[src/rtl/counter_if.sv]
// Row-counter bus: the row length going in, the remaining-element and
// zero-row counts coming back. The master drives rowLength; the counter
// sits on the slave side and drives both counts.
interface counter_if;
  logic [4:0] rowLength;
  logic [4:0] count;
  logic [4:0] countZero;

  modport master (
    output rowLength,
    input  count,
    input  countZero
  );

  modport slave (
    input  rowLength,
    output count,
    output countZero
  );
endinterface

[src/rtl/counter.sv]
// Row counter: loads a row length whenever the current row is exhausted or
// on its last element, counts down through the row, and keeps a wrapping
// tally of zero-length rows seen since reset.
module counter (
  input  logic     clk,
  input  logic     reset,
  counter_if.slave bus
);

  logic [4:0] r_count;
  logic [4:0] r_countZero;
  logic       w_load;
  logic       w_zeroRow;

  // A row ends when count is 0 (nothing loaded) or 1 (last element); both
  // reload so consecutive rows run back to back without a 0 in between.
  assign w_load    = (r_count == 5'd0) || (r_count == 5'd1);
  assign w_zeroRow = (bus.rowLength == 5'd0);

  // Reset beats load and decrement; load samples rowLength, otherwise step down.
  always_ff @(posedge clk) begin
    if (reset) begin
      r_count     <= 5'd0;
      r_countZero <= 5'd0;
    end else if (w_load) begin
      r_count <= bus.rowLength;
      if (w_zeroRow) begin
        r_countZero <= r_countZero + 5'd1;
      end
    end else begin
      r_count <= r_count - 5'd1;
    end
  end

  assign bus.count     = r_count;
  assign bus.countZero = r_countZero;

endmodule

[src/flat_wrapper.sv]
// flat-port wrapper written by rule: the top's interface ports become plain ports
module counter_flat 
  (clk, reset, bus_rowLength, bus_count, bus_countZero);
  counter_if bus_i ();
  input  logic clk;
  input  logic reset;
  input wire logic [$bits(bus_i.rowLength)-1:0] bus_rowLength;
  output wire logic [$bits(bus_i.count)-1:0] bus_count;
  output wire logic [$bits(bus_i.countZero)-1:0] bus_countZero;
  assign bus_i.rowLength = bus_rowLength;
  assign bus_count = bus_i.count;
  assign bus_countZero = bus_i.countZero;
  counter u_core (.clk(clk), .reset(reset), .bus(bus_i));
endmodule
[config.mk]
export PLATFORM = sky130hd
export DESIGN_NAME = counter_flat
export DESIGN_NICKNAME = d
export VERILOG_FILES = /design/src/rtl/counter_if.sv /design/src/rtl/counter.sv /design/src/flat_wrapper.sv
export SDC_FILE = /design/constraint.sdc
export NUM_CORES = 1
export LEC_CHECK = 0
export ABC_AREA = 1
export BUFFER_PORTS_ARGS = -buffer_cell sky130_fd_sc_hd__buf_4
export CAP_MARGIN = 20
export CORE_MARGIN = 5
export CORE_UTILIZATION = 34
export CTS_CLUSTER_SIZE = 16
export DETAILED_ROUTE_END_ITERATION = 16
export PLACE_DENSITY = 0.64
export SLEW_MARGIN = 20
export SYNTH_ARGS = -nofsm -noshare
export SYNTH_HDL_FRONTEND = slang
export SYNTH_SLANG_ARGS = --single-unit
[constraint.sdc]
create_clock -name clk -period 1.7 [get_ports clk]
set_clock_uncertainty 0.1 [all_clocks]
set_input_delay 0.085 -clock clk [delete_from_list [all_inputs] [get_ports clk]]
set_output_delay 0.085 -clock clk [all_outputs]
set_load 0.1 [all_outputs]
==> flow_summary_export.csv <==
group,metric,value,unit
synth,synth_nets,88,
layout,fill_cells,146,
synth,synthMuxAreaShare,0,%
hold_path,holdPathStages,3,
global_route,overflow,0,
clock_network,cts_tree,"built",
synth,yosys.area.top_type,"dfxtp_1",
floorplan,chipWidth,50.9,µm
sta,max_freq,651,MHz
floorplan,rows,14,
hold_path,hold_path_end,"u_core.bus.count[0]$_SDFF_PP0_",
floorplan,dieArea,2590,µm²
detailed_routing,vias,545,
clock_network,clkSinkCount,10,
detailed_routing,route.detailed.drc,0,
detailed_routing,drt_iter0_markers,12,
layout,layout-drive-gt1-share,32.7,%
placed_design,portBuffers,16,
global_route,antenna_found_initial,0,
floorplan,fp.coreArea,1540,µm²
power_and_ir_drop,p_per_area,1790,nW/µm²
setup_path,path_cells,"inv_1 -> ha_1 -> inv_1 -> nand2_1 -> nand3_2 -> nor2_4 -> nand2_1 -> a21oi_1",
layout,ff_latch_area,214,µm²
sta,setup_viol,0,
sta,hold_viol_final,0,
layout,diodes,0,
hold_path,hold_class,"in -> reg",
global_route,grt_pass1_wl,2.08,mm
sta,fin_setup_tns,0,ns
detailed_routing,routed_wirelength,1.21,mm
status,status,"complete, no violations",
clock_network,clock_path_buffers,2,
setup_path,slowest_stage,"dfxtp_4",
setup_path,critPathLaunchType,"flip-flop",
global_route,grt_max_degree,12,
setup_path,critical_path_class,"reg -> reg",
layout,nNetsFinal,110,
setup_path,ff2ff_path_depth,8,
clock_network,numCtsBuffers,3,
detailed_routing,wl_per_cell,10.6,µm
setup_path,required,1.81,ns
power_and_ir_drop,peakVddDrop,0.00133,V
synth,yosysWarningCount,0,
detailed_routing,ant_nets,0,
global_route,first_global_vias,497,
setup_path,crit_fanout,11,
floorplan,initial_core_util,36.9,%
setup_path,end_kind,"flip-flop",
clock_network,root_buffer,"clkbuf_4",
floorplan,io_pins,17,
setup_path,r2r-end,"u_core.bus.countZero[2]$_SDFFE_PP0P_",
detailed_routing,drt_pass1_iterations,4,
synth,synth-xor-area-share,6.17,%
power_and_ir_drop,leakage,0.369,nW
layout,syn_to_final_growth,35.0,%
floorplan,die_y,50.9,µm
synth,synth.yosys.seq_area_share,35.2,%
synth,synth_top_family_by_area,"simple AND/OR/NAND/NOR gates",
clock_network,clk_pin_slew,0.07,ns
setup_path,rrSetupSlack,0.16,ns
synth,netlist-cell-type-count,18,
sta,slew_viol_final,0,
hold_path,hp-start,"bus_rowLength[0]",
global_route,track_usage,10.7,%
synth,yosys.area_share.adder,8.81,%
flow_run,max_cap_violations,0,
sta,rsz0062_at_grt,"false",
synth,synth_compound_area_share,11.5,%
synth,postSynthCellCount,77,
setup_path,arrival,1.65,ns
sta,fin_crit_sh,90.4,%
power_and_ir_drop,power,1.37,mW
layout,multi_input_area,320,µm²
synth,synth_area,568,µm²
placed_design,dp_hpwl,951,µm
synth,synth_top_area_share,35.2,%
synth,synth_simple_gate_area_share,30.0,%
sta,min_period,1.54,ns
detailed_routing,vias_per_cell,4.78,
synth,synth.area.top_cells,"dfxtp_1, nand2_1, ha_1",
sta,relSlewSlack,81.4,%
placed_design,gp_congestion,0.786,
synth,syn_avg_cell_area,7.38,µm²
sta,tightest_slew,0.281,ns
setup_path,r2r_start,"u_core.bus.count[0]$_SDFF_PP0_",
synth,synth_seq_cells,10,
layout,final_cell_mix,"nand2_1, buf_4, nor2_1, inv_1, a21oi_1",
setup_path,critPathMaxStageDelay,0.36,ns
clock_network,htreeDepth,1,
clock_network,worst_skew_pair.late_latency,0.28,ns
==> synth_stat cells (all sizes together) <==
cell     n
a21oi    7
buf      1
dfxtp   10
ha       4
inv      9
nand2   17
nand3    3
nand3b   1
nand4    2
nor2    13
o21ai    6
xnor2    1
xor2     3
==> logic make-up (layout without fill, tap and decap cells) <==
group,Yosys count,count (layout)
adder cells (fa/ha/maj),4,4
flip-flops,10,10
buffers and inverters,10,31
XOR/XNOR,4,4
AND/OR/NAND/NOR,36,36
AO/OA/AOI/OAI,13,13
==> critical path, delay by kind of cell (launching register included) <==
family                   cells  cell delay [ns]
AO/OA/AOI/OAI                1             0.15
adder cells (fa/ha/maj)      1             0.16
flip-flops                   1             0.36
AND/OR/NAND/NOR              4             0.58
buffers and inverters        2             0.13
==> area by class of cell <==
cell class,count,share of cell area [%]
flip-flops and latches,10,27.9
clock buffers,4,4.73
repair buffers,18,18.3
multi-input cells,57,41.8
inverters,9,4.73
well taps,16,2.61
==> metal layers <==
layer  global-route usage, %  share of wire (%)  vias to the layer above
met1                    13.7                 49                      241
met3                    3.20                4.6                        5
li1                        -                  -                      288
met5                       0                  0                        -
met4                    9.36                3.8                        0
met2                    14.3                 42                       11
==> worst max path at each step <==
| stage | start | end | slack (ns) |
|---|---|---|---|
| 6_report | u_core.bus.count[0]$_SDFF_PP0_ | u_core.bus.countZero[2]$_SDFFE_PP0P_ | 0.16 |
| 3_3_place_gp | u_core.bus.count[0]$_SDFF_PP0_ | u_core.bus.countZero[2]$_SDFFE_PP0P_ | 0.24 |
| 5_1_grt | u_core.bus.count[0]$_SDFF_PP0_ | u_core.bus.countZero[3]$_SDFFE_PP0P_ | 0.01 |
| 2_1_floorplan | u_core.bus.countZero[2]$_SDFFE_PP0P_ | u_core.bus.countZero[3]$_SDFFE_PP0P_ | 0.06 |
| 4_1_cts | u_core.bus.count[0]$_SDFF_PP0_ | u_core.bus.countZero[3]$_SDFFE_PP0P_ | 0.15 |
| 3_5_place_dp | u_core.bus.count[0]$_SDFF_PP0_ | u_core.bus.countZero[3]$_SDFFE_PP0P_ | 0.17 |
==> flip-flops by register name, indices dropped and copies added, names as in the netlist <==
signal and cells:
u_core.bus.count 5, u_core.bus.countZero 5
==> what timing repair did <==
action	CTS	global route
buffers inserted	0	0
hold buffers	2	0
endpoints found under the hold margin	4	0
gates resized for setup	0	0
==> per-stage QoR <==
| stage | utilization [%] | area, µm² | std cells | hold WS (ns) | setup WS [ns] |
|---|---|---|---|---|---|
| after global placement | 46.1 | 711 | 108 | 0.174 | 0.237 |
| after global routing | 49.8 | 767 | 114 | 0.0387 | 0.0121 |
| after detailed placement | 46.1 | 711 | 108 | 0.174 | 0.167 |
| after floorplan | - | 582 | 77 | 0.0541 | 0.0591 |
| after CTS | 49.8 | 767 | 114 | 0.0155 | 0.151 |
| final | 49.8 | 767 | 114 | 0.00950 | 0.164 |
==> power by group <==
part	internal, mW	switching (mW)
Clock	0.130	0.0981
Sequential	0.305	0.0525
Combinational	0.198	0.587
Total	0.634	0.738
Power figures use the tool's default switching activity.
